===== src/rtl/spi_fbw_slave_if.sv =====
// Bundles the SPI pins and the frame-buffer write/commit port of spi_fbw_slave.
interface spi_fbw_slave_if #(
  parameter int N_ROWS = 64,
  parameter int N_COLS = 64
);
  localparam int LOG_N_ROWS = $clog2(N_ROWS);
  localparam int LOG_N_COLS = $clog2(N_COLS);

  logic                  spi_sck;
  logic                  spi_cs_n;
  logic                  spi_mosi;
  logic                  spi_miso;
  logic [LOG_N_ROWS-1:0] fbw_row_addr;
  logic [LOG_N_COLS-1:0] fbw_col_addr;
  logic [7:0]            fbw_data;
  logic                  fbw_wren;
  logic                  fbw_row_store;
  logic                  fbw_row_swap;
  logic                  fbw_row_rdy;
  logic                  frame_swap;
  logic                  frame_rdy;

  modport slave (
    input  spi_sck, spi_cs_n, spi_mosi, fbw_row_rdy, frame_rdy,
    output spi_miso, fbw_row_addr, fbw_col_addr, fbw_data, fbw_wren,
           fbw_row_store, fbw_row_swap, frame_swap
  );

  modport master (
    output spi_sck, spi_cs_n, spi_mosi, fbw_row_rdy, frame_rdy,
    input  spi_miso, fbw_row_addr, fbw_col_addr, fbw_data, fbw_wren,
           fbw_row_store, fbw_row_swap, frame_swap
  );
endinterface


===== src/rtl/spi_fbw_slave.sv =====
// SPI mode-0 slave that receives one row of 8-bit pixels at a time, writes them
// into a frame buffer, and commits rows or whole frames through handshakes.
// A status byte is returned on MISO at the start of every transaction.
module spi_fbw_slave #(
  parameter int N_ROWS = 64,
  parameter int N_COLS = 64
) (
  input logic           clk,
  input logic           rst_n,
  spi_fbw_slave_if.slave bus
);
  localparam int BITDEPTH   = 8;
  localparam int LOG_N_ROWS = $clog2(N_ROWS);
  localparam int LOG_N_COLS = $clog2(N_COLS);
  localparam logic [LOG_N_COLS-1:0] LAST_COL = LOG_N_COLS'(N_COLS - 1);

  typedef enum logic [2:0] {IDLE, CMD, ADDR, PIXEL, STORE, SWAP, DISCARD} state_t;

  state_t                state_q, state_d;
  logic [1:0]            sckSync_q, csSync_q, mosiSync_q;
  logic                  sckPrev_q, csPrev_q;
  logic [2:0]            bitCnt_q, bitCnt_d;
  logic [6:0]            rxShift_q, rxShift_d;
  logic [7:0]            txShift_q, txShift_d;
  logic                  miso_q, miso_d;
  logic [LOG_N_ROWS-1:0] rowAddr_q, rowAddr_d;
  logic [LOG_N_COLS-1:0] colCnt_q, colCnt_d;
  logic [LOG_N_COLS-1:0] colAddr_q, colAddr_d;
  logic [BITDEPTH-1:0]   data_q, data_d;
  logic                  wren_q, wren_d;
  logic                  rowStore_q, rowStore_d;
  logic                  frameSwap_q, frameSwap_d;
  logic                  overrun_q, overrun_d;

  logic                  csHigh, csFall, csRise, sckRise, sckFall, mosiBit;
  logic                  byteDone, busy;
  logic [BITDEPTH-1:0]   rxByte;
  logic [7:0]            status;

  assign csHigh   = csSync_q[1];
  assign csFall   = csPrev_q & ~csSync_q[1];
  assign csRise   = ~csPrev_q & csSync_q[1];
  assign sckRise  = sckSync_q[1] & ~sckPrev_q;
  assign sckFall  = ~sckSync_q[1] & sckPrev_q;
  assign mosiBit  = mosiSync_q[1];
  assign rxByte   = {rxShift_q, mosiBit};
  assign byteDone = sckRise & ~csHigh & (bitCnt_q == 3'd7);
  assign busy     = (state_q == STORE) || (state_q == SWAP);
  assign status   = {busy, overrun_q, 4'b0000, bus.frame_rdy, bus.fbw_row_rdy};

  // Two-flop synchronizers for the SPI pins plus a delayed copy for edge detection.
  always_ff @(posedge clk or negedge rst_n) begin
    if (!rst_n) begin
      sckSync_q  <= 2'b00;
      csSync_q   <= 2'b11;
      mosiSync_q <= 2'b00;
      sckPrev_q  <= 1'b0;
      csPrev_q   <= 1'b1;
    end else begin
      sckSync_q  <= {sckSync_q[0], bus.spi_sck};
      csSync_q   <= {csSync_q[0], bus.spi_cs_n};
      mosiSync_q <= {mosiSync_q[0], bus.spi_mosi};
      sckPrev_q  <= sckSync_q[1];
      csPrev_q   <= csSync_q[1];
    end
  end

  // Receive and transmit shifters; the status snapshot is taken at cs fall.
  always_comb begin
    bitCnt_d  = bitCnt_q;
    rxShift_d = rxShift_q;
    txShift_d = txShift_q;
    miso_d    = miso_q;
    if (csHigh || csFall) begin
      bitCnt_d  = 3'd0;
      rxShift_d = 7'd0;
    end else if (sckRise) begin
      bitCnt_d  = bitCnt_q + 3'd1;
      rxShift_d = rxByte[6:0];
    end
    if (csHigh) begin
      txShift_d = 8'd0;
      miso_d    = 1'b0;
    end else if (csFall) begin
      miso_d    = status[7];
      txShift_d = {status[6:0], 1'b0};
    end else if (sckFall) begin
      miso_d    = txShift_q[7];
      txShift_d = {txShift_q[6:0], 1'b0};
    end
  end

  // Protocol sequencing: command, row address, pixels, then row or frame commit.
  always_comb begin
    state_d     = state_q;
    rowAddr_d   = rowAddr_q;
    colCnt_d    = colCnt_q;
    colAddr_d   = colAddr_q;
    data_d      = data_q;
    wren_d      = 1'b0;
    rowStore_d  = 1'b0;
    frameSwap_d = 1'b0;
    overrun_d   = overrun_q;
    if (csFall) overrun_d = 1'b0;
    case (state_q)
      IDLE: if (csFall) state_d = CMD;
      CMD: begin
        if (csRise) state_d = IDLE;
        else if (byteDone) begin
          if (rxByte == 8'h80)      state_d = ADDR;
          else if (rxByte == 8'h81) state_d = SWAP;
          else                      state_d = DISCARD;
        end
      end
      ADDR: begin
        if (csRise) state_d = IDLE;
        else if (byteDone) begin
          rowAddr_d = rxByte[LOG_N_ROWS-1:0];
          colCnt_d  = '0;
          state_d   = PIXEL;
        end
      end
      PIXEL: begin
        if (csRise) state_d = IDLE;
        else if (byteDone) begin
          wren_d    = 1'b1;
          data_d    = rxByte;
          colAddr_d = colCnt_q;
          colCnt_d  = colCnt_q + LOG_N_COLS'(1);
          if (colCnt_q == LAST_COL) state_d = STORE;
        end
      end
      STORE: begin
        if (csFall) overrun_d = 1'b1;
        if (bus.fbw_row_rdy) begin
          rowStore_d = 1'b1;
          state_d    = IDLE;
        end
      end
      SWAP: begin
        if (csFall) overrun_d = 1'b1;
        if (bus.frame_rdy) begin
          frameSwap_d = 1'b1;
          state_d     = IDLE;
        end
      end
      DISCARD: if (csRise) state_d = IDLE;
      default: state_d = IDLE;
    endcase
  end

  // State, datapath and output registers.
  always_ff @(posedge clk or negedge rst_n) begin
    if (!rst_n) begin
      state_q     <= IDLE;
      bitCnt_q    <= 3'd0;
      rxShift_q   <= 7'd0;
      txShift_q   <= 8'd0;
      miso_q      <= 1'b0;
      rowAddr_q   <= '0;
      colCnt_q    <= '0;
      colAddr_q   <= '0;
      data_q      <= '0;
      wren_q      <= 1'b0;
      rowStore_q  <= 1'b0;
      frameSwap_q <= 1'b0;
      overrun_q   <= 1'b0;
    end else begin
      state_q     <= state_d;
      bitCnt_q    <= bitCnt_d;
      rxShift_q   <= rxShift_d;
      txShift_q   <= txShift_d;
      miso_q      <= miso_d;
      rowAddr_q   <= rowAddr_d;
      colCnt_q    <= colCnt_d;
      colAddr_q   <= colAddr_d;
      data_q      <= data_d;
      wren_q      <= wren_d;
      rowStore_q  <= rowStore_d;
      frameSwap_q <= frameSwap_d;
      overrun_q   <= overrun_d;
    end
  end

  assign bus.spi_miso      = miso_q;
  assign bus.fbw_row_addr  = rowAddr_q;
  assign bus.fbw_col_addr  = colAddr_q;
  assign bus.fbw_data      = data_q;
  assign bus.fbw_wren      = wren_q;
  assign bus.fbw_row_store = rowStore_q;
  assign bus.fbw_row_swap  = rowStore_q;
  assign bus.frame_swap    = frameSwap_q;
endmodule


===== src/flat_wrapper.sv =====
// flat-port wrapper written by rule: the top's interface ports become plain ports
module spi_fbw_slave_flat 
#(
  parameter int N_ROWS = 64,
  parameter int N_COLS = 64
)
  (clk, rst_n, bus_spi_sck, bus_spi_cs_n, bus_spi_mosi, bus_fbw_row_rdy, bus_frame_rdy, bus_spi_miso, bus_fbw_row_addr, bus_fbw_col_addr, bus_fbw_data, bus_fbw_wren, bus_fbw_row_store, bus_fbw_row_swap, bus_frame_swap);
  spi_fbw_slave_if #(.N_ROWS(N_ROWS), .N_COLS(N_COLS)) bus_i ();
  input logic clk;
  input logic rst_n;
  input wire logic [$bits(bus_i.spi_sck)-1:0] bus_spi_sck;
  input wire logic [$bits(bus_i.spi_cs_n)-1:0] bus_spi_cs_n;
  input wire logic [$bits(bus_i.spi_mosi)-1:0] bus_spi_mosi;
  input wire logic [$bits(bus_i.fbw_row_rdy)-1:0] bus_fbw_row_rdy;
  input wire logic [$bits(bus_i.frame_rdy)-1:0] bus_frame_rdy;
  output wire logic [$bits(bus_i.spi_miso)-1:0] bus_spi_miso;
  output wire logic [$bits(bus_i.fbw_row_addr)-1:0] bus_fbw_row_addr;
  output wire logic [$bits(bus_i.fbw_col_addr)-1:0] bus_fbw_col_addr;
  output wire logic [$bits(bus_i.fbw_data)-1:0] bus_fbw_data;
  output wire logic [$bits(bus_i.fbw_wren)-1:0] bus_fbw_wren;
  output wire logic [$bits(bus_i.fbw_row_store)-1:0] bus_fbw_row_store;
  output wire logic [$bits(bus_i.fbw_row_swap)-1:0] bus_fbw_row_swap;
  output wire logic [$bits(bus_i.frame_swap)-1:0] bus_frame_swap;
  assign bus_i.spi_sck = bus_spi_sck;
  assign bus_i.spi_cs_n = bus_spi_cs_n;
  assign bus_i.spi_mosi = bus_spi_mosi;
  assign bus_i.fbw_row_rdy = bus_fbw_row_rdy;
  assign bus_i.frame_rdy = bus_frame_rdy;
  assign bus_spi_miso = bus_i.spi_miso;
  assign bus_fbw_row_addr = bus_i.fbw_row_addr;
  assign bus_fbw_col_addr = bus_i.fbw_col_addr;
  assign bus_fbw_data = bus_i.fbw_data;
  assign bus_fbw_wren = bus_i.fbw_wren;
  assign bus_fbw_row_store = bus_i.fbw_row_store;
  assign bus_fbw_row_swap = bus_i.fbw_row_swap;
  assign bus_frame_swap = bus_i.frame_swap;
  spi_fbw_slave #(.N_ROWS(N_ROWS), .N_COLS(N_COLS)) u_core (.clk(clk), .rst_n(rst_n), .bus(bus_i));
endmodule

===== config.mk =====
export PLATFORM = sky130hd
export DESIGN_NAME = spi_fbw_slave_flat
export DESIGN_NICKNAME = d
export VERILOG_FILES = /design/src/rtl/spi_fbw_slave_if.sv /design/src/rtl/spi_fbw_slave.sv /design/src/flat_wrapper.sv
export SDC_FILE = /design/constraint.sdc
export NUM_CORES = 1
export LEC_CHECK = 0
export BUFFER_PORTS_ARGS = -buffer_cell sky130_fd_sc_hd__buf_2
export CAP_MARGIN = 15
export CORE_ASPECT_RATIO = 1.2
export CORE_MARGIN = 1.5
export CORE_UTILIZATION = 29
export CTS_BUF_LIST = sky130_fd_sc_hd__clkbuf_16
export DETAILED_ROUTE_END_ITERATION = 10
export PLACE_DENSITY = 0.59
export SYNTH_ARGS = -nofsm -noshare
export SYNTH_HDL_FRONTEND = slang
export SYNTH_SLANG_ARGS = --single-unit

===== constraint.sdc =====
create_clock -name clk -period 1.8 [get_ports clk]
set_input_delay 0.18 -clock clk [delete_from_list [all_inputs] [get_ports clk]]
set_output_delay 0.18 -clock clk [all_outputs]
set_load 0.05 [all_outputs]

==> results of run 1 <==
sequential cells by signal (all words and copies together), names as in the netlist, 2 cells and up, named ones only:
signal / flops
u_core.sckSync_q: 2
u_core.mosiSync_q: 2
u_core.txShift_q: 7
u_core.bus.fbw_data: 8
u_core.colCnt_q: 6
u_core.bus.fbw_row_addr: 6
u_core.csSync_q: 2
u_core.state_q: 3
u_core.bus.fbw_col_addr: 6
u_core.bitCnt_q: 3
u_core.rxShift_q: 7
kinds of logic after synthesis:
kind of cell               Yosys count  share of synthesized area (%)
and+or+nand+nor                     71                          16.85
AOI/OAI and AO/OA                   33                          7.797
adders and majority gates            3                          1.453
muxes                               30                          12.74
xor gates and xnor gates             1                         0.3390
buffers and inverters               13                          3.535
DFF                                 59                          57.29
stage by stage:
stage | TNS [ps] | cell area [sq um]
2_1_floorplan | 0 | 2584
3_3_place_gp | 0 | 2882
3_5_place_dp | -262.2 | 2882
4_1_cts | 0 | 3239
5_1_grt | -1223 | 3271
6_report | 0 | 3271
layer usage:
| layer | track usage (%) | vias to the layer above | part of all wire, % |
|---|---|---|---|
| li1 | - | 821 | - |
| met1 | 14.09 | 831 | 44 |
| met2 | 17.62 | 26 | 49 |
| met3 | 4.425 | 10 | 4.2 |
| met4 | 4.945 | 0 | 2.4 |
| met5 | 0 | - | 0 |
worst max-delay path, cell delays in order, from the launching register on:
cell      delay (ps)
dfrtp_1          380
ha_1             200
ha_1             180
and4bb_4         220
nand3b_4         130
buf_4            200
nor3_2            50
a21o_1           150
a22o_1           170
layout by cell type (no fill, tap or decap), types with 2 or more instances in the layout:
| master | Yosys | layout |
|---|---|---|
| buf_2 | 1 | 31 |
| nand3_1 | 3 | 3 |
| nand2b_1 | 2 | 2 |
| mux2_2 | 16 | 14 |
| inv_1 | 2 | 2 |
| nor3_2 | 1 | 2 |
| dfrtp_1 | 56 | 56 |
| ha_1 | 3 | 3 |
| buf_12 | 0 | 2 |
| buf_4 | 1 | 12 |
| dfstp_2 | 3 | 3 |
| a21oi_1 | 16 | 16 |
| clkinv_2 | 0 | 3 |
| nor2b_1 | 6 | 6 |
| mux2_4 | 0 | 3 |
| nand3b_4 | 2 | 2 |
| clkbuf_16 | 0 | 9 |
| mux2_1 | 7 | 6 |
| nor2_1 | 15 | 15 |
| o21ai_0 | 5 | 5 |
| nand2_1 | 25 | 25 |
| and3_1 | 2 | 2 |
| a211oi_1 | 2 | 2 |
| dlygate4sd3_1 | 0 | 4 |
| nor3b_1 | 2 | 2 |
| a22o_1 | 2 | 2 |
| o21ai_1 | 3 | 3 |
| mux2i_1 | 7 | 7 |
power by group:
part	internal [uW]	total (uW)	switching, uW
Combinational	207	489	282
Clock	1050	1610	559
Sequential	1400	1480	83.3
final timing paths:
| path | from | end | slack (ps) | depth (start not counted) |
|---|---|---|---|---|
| min reg2reg | u_core.csSync_q[0]$_DFF_PN1_ | u_core.csSync_q[1]$_DFF_PN1_ | 350 | 0 |
| min | bus_frame_rdy | u_core.txShift_q[2]$_DFFE_PN0P_ | 130 | 3 |
| min in group asynchronous | rst_n | u_core.bus.fbw_col_addr[2]$_DFFE_PN0P_ | 400 | 3 |
| max | u_core.bitCnt_q[0]$_DFFE_PN0P_ | u_core.colCnt_q[4]$_DFFE_PN0P_ | 10 | 8 |
| max reg2reg | u_core.bitCnt_q[0]$_DFFE_PN0P_ | u_core.colCnt_q[4]$_DFFE_PN0P_ | 10 | 8 |
| max in group asynchronous | rst_n | u_core.csSync_q[0]$_DFF_PN1_ | 1090 | 3 |
what timing repair did:
| item | in CTS | in global routing |
|---|---|---|
| hold buffers | 4 | 0 |
| gates resized for setup | 0 | 4 |
| setup endpoints to repair | 14 | 26 |
| endpoints found under the hold margin | 59 | 0 |
| pin swaps | 1 | 1 |
| buffers inserted | 3 | 2 |
layout make-up:
class / count / area (sq um)
multi-input cells: 138 / 1028
inverters: 2 / 7.507
well taps: 117 / 146.4
repair buffers: 49 / 325.3
clock inverters: 6 / 57.56
flip-flops and latches: 59 / 1480
fillers: 875 / 5340
clock buffers: 9 / 225.2
==> impl_metrics.py, run 1 <==
metrics = {
    "detailed_routing": {
        "wire_per_inst_microns": 12.62,
        "drt_iter0_markers": 76,
        "via_per_inst": 4.442,
        "wirelength_microns": 4794,
        "ant_nets": 0,
        "drc": 0,
        "vias": 1688,
        "first_pass_iters": 4,
    },
    "floorplan": {
        "initial_utilization_pct": 30.01,
        "fp-row-count": 37,
        "dieHeight_microns": 106.4,
        "die_area_sq_mm": 0.009487,
        "coreArea_sq_mm": 0.008611,
        "io_pins": 32,
        "die_width_microns": 89.17,
    },
    "setup_path": {
        "cp.required_ps": 2010,
        "worstPathArrival_ps": 2000,
        "endpoint_kind": "flip-flop",
        "start_kind": "flip-flop",
        "worst-setup-path-type": "flip-flop to flip-flop",
        "crit_fanout": 10,
    },
    "global_routing": {
        "grt_pass1_wl_microns": 8162,
        "grt_pass1_vias": 1697,
        "grt_max_degree": 60,
        "antenna_found_initial": 0,
        "grt_overflow": 0,
        "grtUsageTotal_pct": 11.44,
    },
    "cells_and_area": {
        "nets": 269,
        "fin_util_pct": 37.98,
        "area_growth_pct": 26.59,
        "antenna_cells": 0,
        "fin_cells": 380,
        "drive_above_1_share_pct": 35.74,
    },
    "cts": {
        "clk_latency_ps": 320,
        "root_buffer": "clkbuf_16",
        "htree_levels": 3,
        "clk_path_buf_depth": 2,
        "cts_made_buffers": 9,
        "tritoncts": "built",
        "cts_sinks": 59,
        "clk_pin_slew_ps": 50,
    },
    "logic_synthesis": {
        "yosys.area.top_type": "dfrtp_1",
        "ys_seq_area_share_pct": 57.29,
        "synth_edf_count": 0,
        "ys_ff_latch": 59,
        "yosysWarnings": 0,
        "mappedNetlistArea_sq_mm": 0.002584,
        "synth_cell_types": 44,
        "synth.most_common_cell": "dfrtp_1",
        "async_reset_ff_share_pct": 100.0,
        "synth_common_cells": "dfrtp_1, nand2_1, a21oi_1, mux2_2, nor2_1",
        "syn_nets": 220,
        "synth_top_area_share_pct": 54.24,
        "ys.flop_type": "dfrtp_1",
        "synthTopCellsByArea": "dfrtp_1, mux2_2, nand2_1",
        "netlist_instances": 210,
        "avgSynthCellArea_sq_um": 12.30,
    },
    "placed_design": {
        "routabilityCongestion": 0.8043,
        "dp_cells": 356,
        "pre_cts_ws_ps": -27.11,
        "dpl.hpwl_microns": 3227,
        "io_buffer_count": 31,
    },
    "timing": {
        "hold_slack_ps": 134.8,
        "worst_clock_skew_ps": 6.564,
        "tightest_slew_ps": 511.0,
        "period_share_pct": 99.31,
        "slew_headroom_pct": 65.86,
        "hold_viol_final": 0,
        "slew_violations": 0,
        "setup_ws_ps": 12.43,
        "finalSetupViolCount": 0,
        "grt_setup_unrepaired": "true",
        "period_needed_ps": 1788,
        "fmax_mhz": 559.4,
    },
    "worst_hold_path": {
        "min_path_type": "input port to flip-flop",
    },
    "power_and_ir_drop": {
        "power_density_mw_per_mm2": 1094,
        "leakagePower_uw": 0.001619,
        "p_total_uw": 3578,
        "ir_drop_mv": 0.5815,
    },
    "run_status": {
        "outcome": "completed",
    },
    "job": {
        "max-cap-violations": 0,
    },
}
Power figures use the tool's default switching activity.
==> inputs of run 2 (changes only) <==
--- a/config.mk
+++ b/config.mk
@@ -5,6 +5,7 @@
 export SDC_FILE = /design/constraint.sdc
 export NUM_CORES = 1
 export LEC_CHECK = 0
+export ABC_AREA = 1
 export BUFFER_PORTS_ARGS = -buffer_cell sky130_fd_sc_hd__buf_2
 export CAP_MARGIN = 15
 export CORE_ASPECT_RATIO = 1.2
==> run 2 against run 1 <==
Effect of this change:
- via count rose by 16%
- setup slack improved by 180 ps
- power rose by 6.5%
- combinational power fell by 1%
- critical path type unchanged
==> impl_metrics.py, run 2 <==
metrics = {
    "cts": {
        "root_buffer": "clkbuf_16",
        "cts_made_buffers": 9,
        "clk_pin_slew_ps": 50,
        "cts_sinks": 59,
        "post_cts.repair.setup_buffers": 0,
        "htree_levels": 3,
        "clk_latency_ps": 330,
        "clk_path_buf_depth": 2,
        "tritoncts": "built",
    },
    "setup_path": {
        "r2r_cells": 10,
        "crit_fanout": 4,
        "endpoint_kind": "flip-flop",
        "worst-setup-path-type": "flip-flop to flip-flop",
        "worst_path_most_repeated_cell": "nand2_1",
        "worstPathArrival_ps": 1820,
        "r2r_end": "u_core.state_q[2]$_DFFE_PN0P_",
        "critPathSlowestCell": "dfstp_2",
        "cp_cell_sequence": "inv_1 -> nor2_1 -> buf_4 -> nor2_1 -> nand2_1 -> nand2_1 -> inv_1 -> nand2_1 -> nand2_1 -> nand2_1",
        "r2r_slack_ps": 190,
        "max_stage_delay_ps": 570,
        "cp.required_ps": 2010,
        "crit_start": "u_core.csSync_q[1]$_DFF_PN1_",
        "start_kind": "flip-flop",
        "rr_startpoint": "u_core.csSync_q[1]$_DFF_PN1_",
    },
    "timing": {
        "grt_setup_unrepaired": "false",
        "slew_headroom_pct": 61.49,
        "tns_ps": 0,
        "tightest_slew_ps": 577.6,
        "period_needed_ps": 1610,
        "period_share_pct": 89.43,
        "finalSetupViolCount": 0,
        "hold_viol_final": 0,
        "fmax_mhz": 621.2,
        "slew_violations": 0,
        "worst_clock_skew_ps": 7.381,
    },
    "power_and_ir_drop": {
        "clkPwrFrac_pct": 48.4,
        "combPwrFrac_pct": 12.7,
        "p_switching_uw": 1039,
        "power_density_mw_per_mm2": 1182,
        "ir_drop_mv": 0.4765,
        "sw_frac_of_total_pct": 27.25,
        "seqPwrFrac_pct": 39.0,
        "p_int_uw": 2773,
        "leakagePower_uw": 0.001619,
    },
    "floorplan": {
        "die_area_sq_mm": 0.009291,
        "io_pins": 32,
        "initial_utilization_pct": 29.69,
        "dieHeight_microns": 105.3,
        "coreArea_sq_mm": 0.008518,
        "die_width_microns": 88.24,
        "fp-row-count": 37,
    },
    "cells_and_area": {
        "final_cell_mix": "nand2_1, dfrtp_1, inv_1",
        "area_growth_pct": 27.51,
        "nets": 328,
        "nFillCells": 889,
        "final_common_cell": "nand2_1",
        "stdcell_area_sq_mm": 0.003224,
        "antenna_cells": 0,
        "largest_reg_flops": 8,
        "drive_above_1_share_pct": 21.98,
    },
    "placed_design": {
        "io_buffer_count": 31,
        "routabilityCongestion": 0.8277,
        "dpl_cell_area_sq_mm": 0.002856,
        "dpl.hpwl_microns": 3760,
    },
    "logic_synthesis": {
        "yosys.area.top_type": "dfrtp_1",
        "async_reset_ff_share_pct": 100.0,
        "mappedNetlistArea_sq_mm": 0.002529,
        "netlist_instances": 273,
        "syn_nets": 283,
        "synth.most_common_cell": "nand2_1",
        "ys_ff_latch": 59,
        "yosysWarnings": 0,
        "avgSynthCellArea_sq_um": 9.263,
        "ys.flop_type": "dfrtp_1",
        "ys_seq_area_share_pct": 58.54,
        "synth_cell_types": 28,
        "synth_common_cells": "nand2_1, dfrtp_1, inv_1, nor2_1, a21oi_1",
        "synth_top_area_share_pct": 55.42,
        "synth_edf_count": 0,
        "synthTopCellsByArea": "dfrtp_1, nand2_1, inv_1",
    },
    "global_routing": {
        "grt_pass1_wl_microns": 8949,
        "grt_overflow": 0,
        "grt_pass1_vias": 1923,
        "grt_max_degree": 30,
        "antenna_found_initial": 0,
        "grtUsageTotal_pct": 12.69,
    },
    "detailed_routing": {
        "drt_iter0_markers": 134,
        "wire_per_inst_microns": 11.73,
        "vias": 1962,
        "ant_nets": 0,
        "wirelength_microns": 5162,
        "first_pass_iters": 4,
        "via_per_inst": 4.459,
        "drc": 0,
    },
    "worst_hold_path": {
        "whs_endpoint": "u_core.bus.fbw_row_store$_DFF_PN0_",
        "min_path_type": "input port to flip-flop",
        "holdPathStages": 3,
        "hold_path.startpoint": "bus_fbw_row_rdy",
    },
    "job": {
        "max-cap-violations": 0,
    },
    "run_status": {
        "outcome": "completed",
    },
}
-- run 2: cell count changes after synthesis, moves of 4 or more --
cell     delta
mux2_2     -16
inv_1      +33
o21ai_0     +4
buf_6       -4
mux2i_1     -7
o21ai_2     +7
nand3_1    +11
nand2_1    +34
nor2b_1     -6
mux2_1      -7
o22ai_1    +10
nor2_1     +16
nand4_1     +4
-- run 2: worst max path at each step --
stage	end	slack, ps	depth (start not counted)
detailed placement	u_core.bus.fbw_data[4]$_DFFE_PN0P_	120	9
CTS	u_core.bus.fbw_data[4]$_DFFE_PN0P_	120	9
global route	u_core.state_q[2]$_DFFE_PN0P_	10	10
finish	u_core.state_q[2]$_DFFE_PN0P_	190	10
global placement	u_core.bus.fbw_data[4]$_DFFE_PN0P_	200	9
floorplan	u_core.bus.fbw_row_addr[4]$_DFFE_PN0P_	170	10
-- run 2: area by class of cell --
class / count / area (sq um) / area share, %
Timing Repair Buffer: 40 / 257.7 / 7.994
Inverter: 37 / 138.9 / 4.307
Sequential cell: 59 / 1480 / 45.91
Clock inverter: 7 / 100.1 / 3.104
Clock buffer: 9 / 225.2 / 6.985
Tap cell: 117 / 146.4 / 4.540
Multi-Input combinational cell: 171 / 875.8 / 27.16
-- run 2: per-layer routing --
layer / vias up / global-route usage (%) / part of all wire (%)
met5: - / 0 / 0
met4: 0 / 6.920 / 2.5
met3: 16 / 3.602 / 3.9
met2: 42 / 19.57 / 49
met1: 929 / 15.83 / 44
li1: 975 / - / -
-- run 2: cell families (layout without fill, tap and decap cells) --
group | Yosys count | in the layout | synth area share (%)
buffers and inverters | 43 | 93 | 7.027
adders and majority gates | 3 | 3 | 1.485
and+or+nand+nor | 118 | 118 | 20.98
AOI/OAI and AO/OA | 49 | 49 | 11.63
xor gates and xnor gates | 1 | 1 | 0.3464
DFF | 59 | 59 | 58.54
-- run 2: power by group through the flow --
stage	Sequential, uW	Combinational, uW	Clock [uW]
final	1490	483	1840
after global routing	1490	559	1960
after CTS	1480	485	1880
after detailed placement	1500	476	0
after global placement	1510	468	0
after floorplan	1500	354	0
-- run 2: worst max-delay path, delay by kind of cell, from the launching register on --
| kind | cells | cell delay, ps |
|---|---|---|
| simple gates | 7 | 610 |
| flops | 1 | 570 |
| buf+inv | 3 | 320 |
-- run 2: through the flow --
step / utilization (%) / cells / hold WS (ps) / setup slack, ps / power [uW]
floorplan: - / 273 / -115.6 / 168.6 / 1852
detailed placement: 33.53 / 420 / 212.8 / 121.8 / 1980
finish: 37.85 / 440 / 164.4 / 190.3 / 3811
global placement: 33.53 / 420 / 201.4 / 195.4 / 1973
global route: 37.85 / 440 / 166.3 / 14.79 / 4009
CTS: 37.82 / 440 / 155.3 / 116.3 / 3848
-- run 2: what timing repair did --
| item | in CTS | in global routing |
|---|---|---|
| hold buffers | 4 | 0 |
| endpoints found under the setup margin | 0 | 22 |
| endpoints found under the hold margin | 22 | 0 |
| gates resized for setup | 0 | 1 |
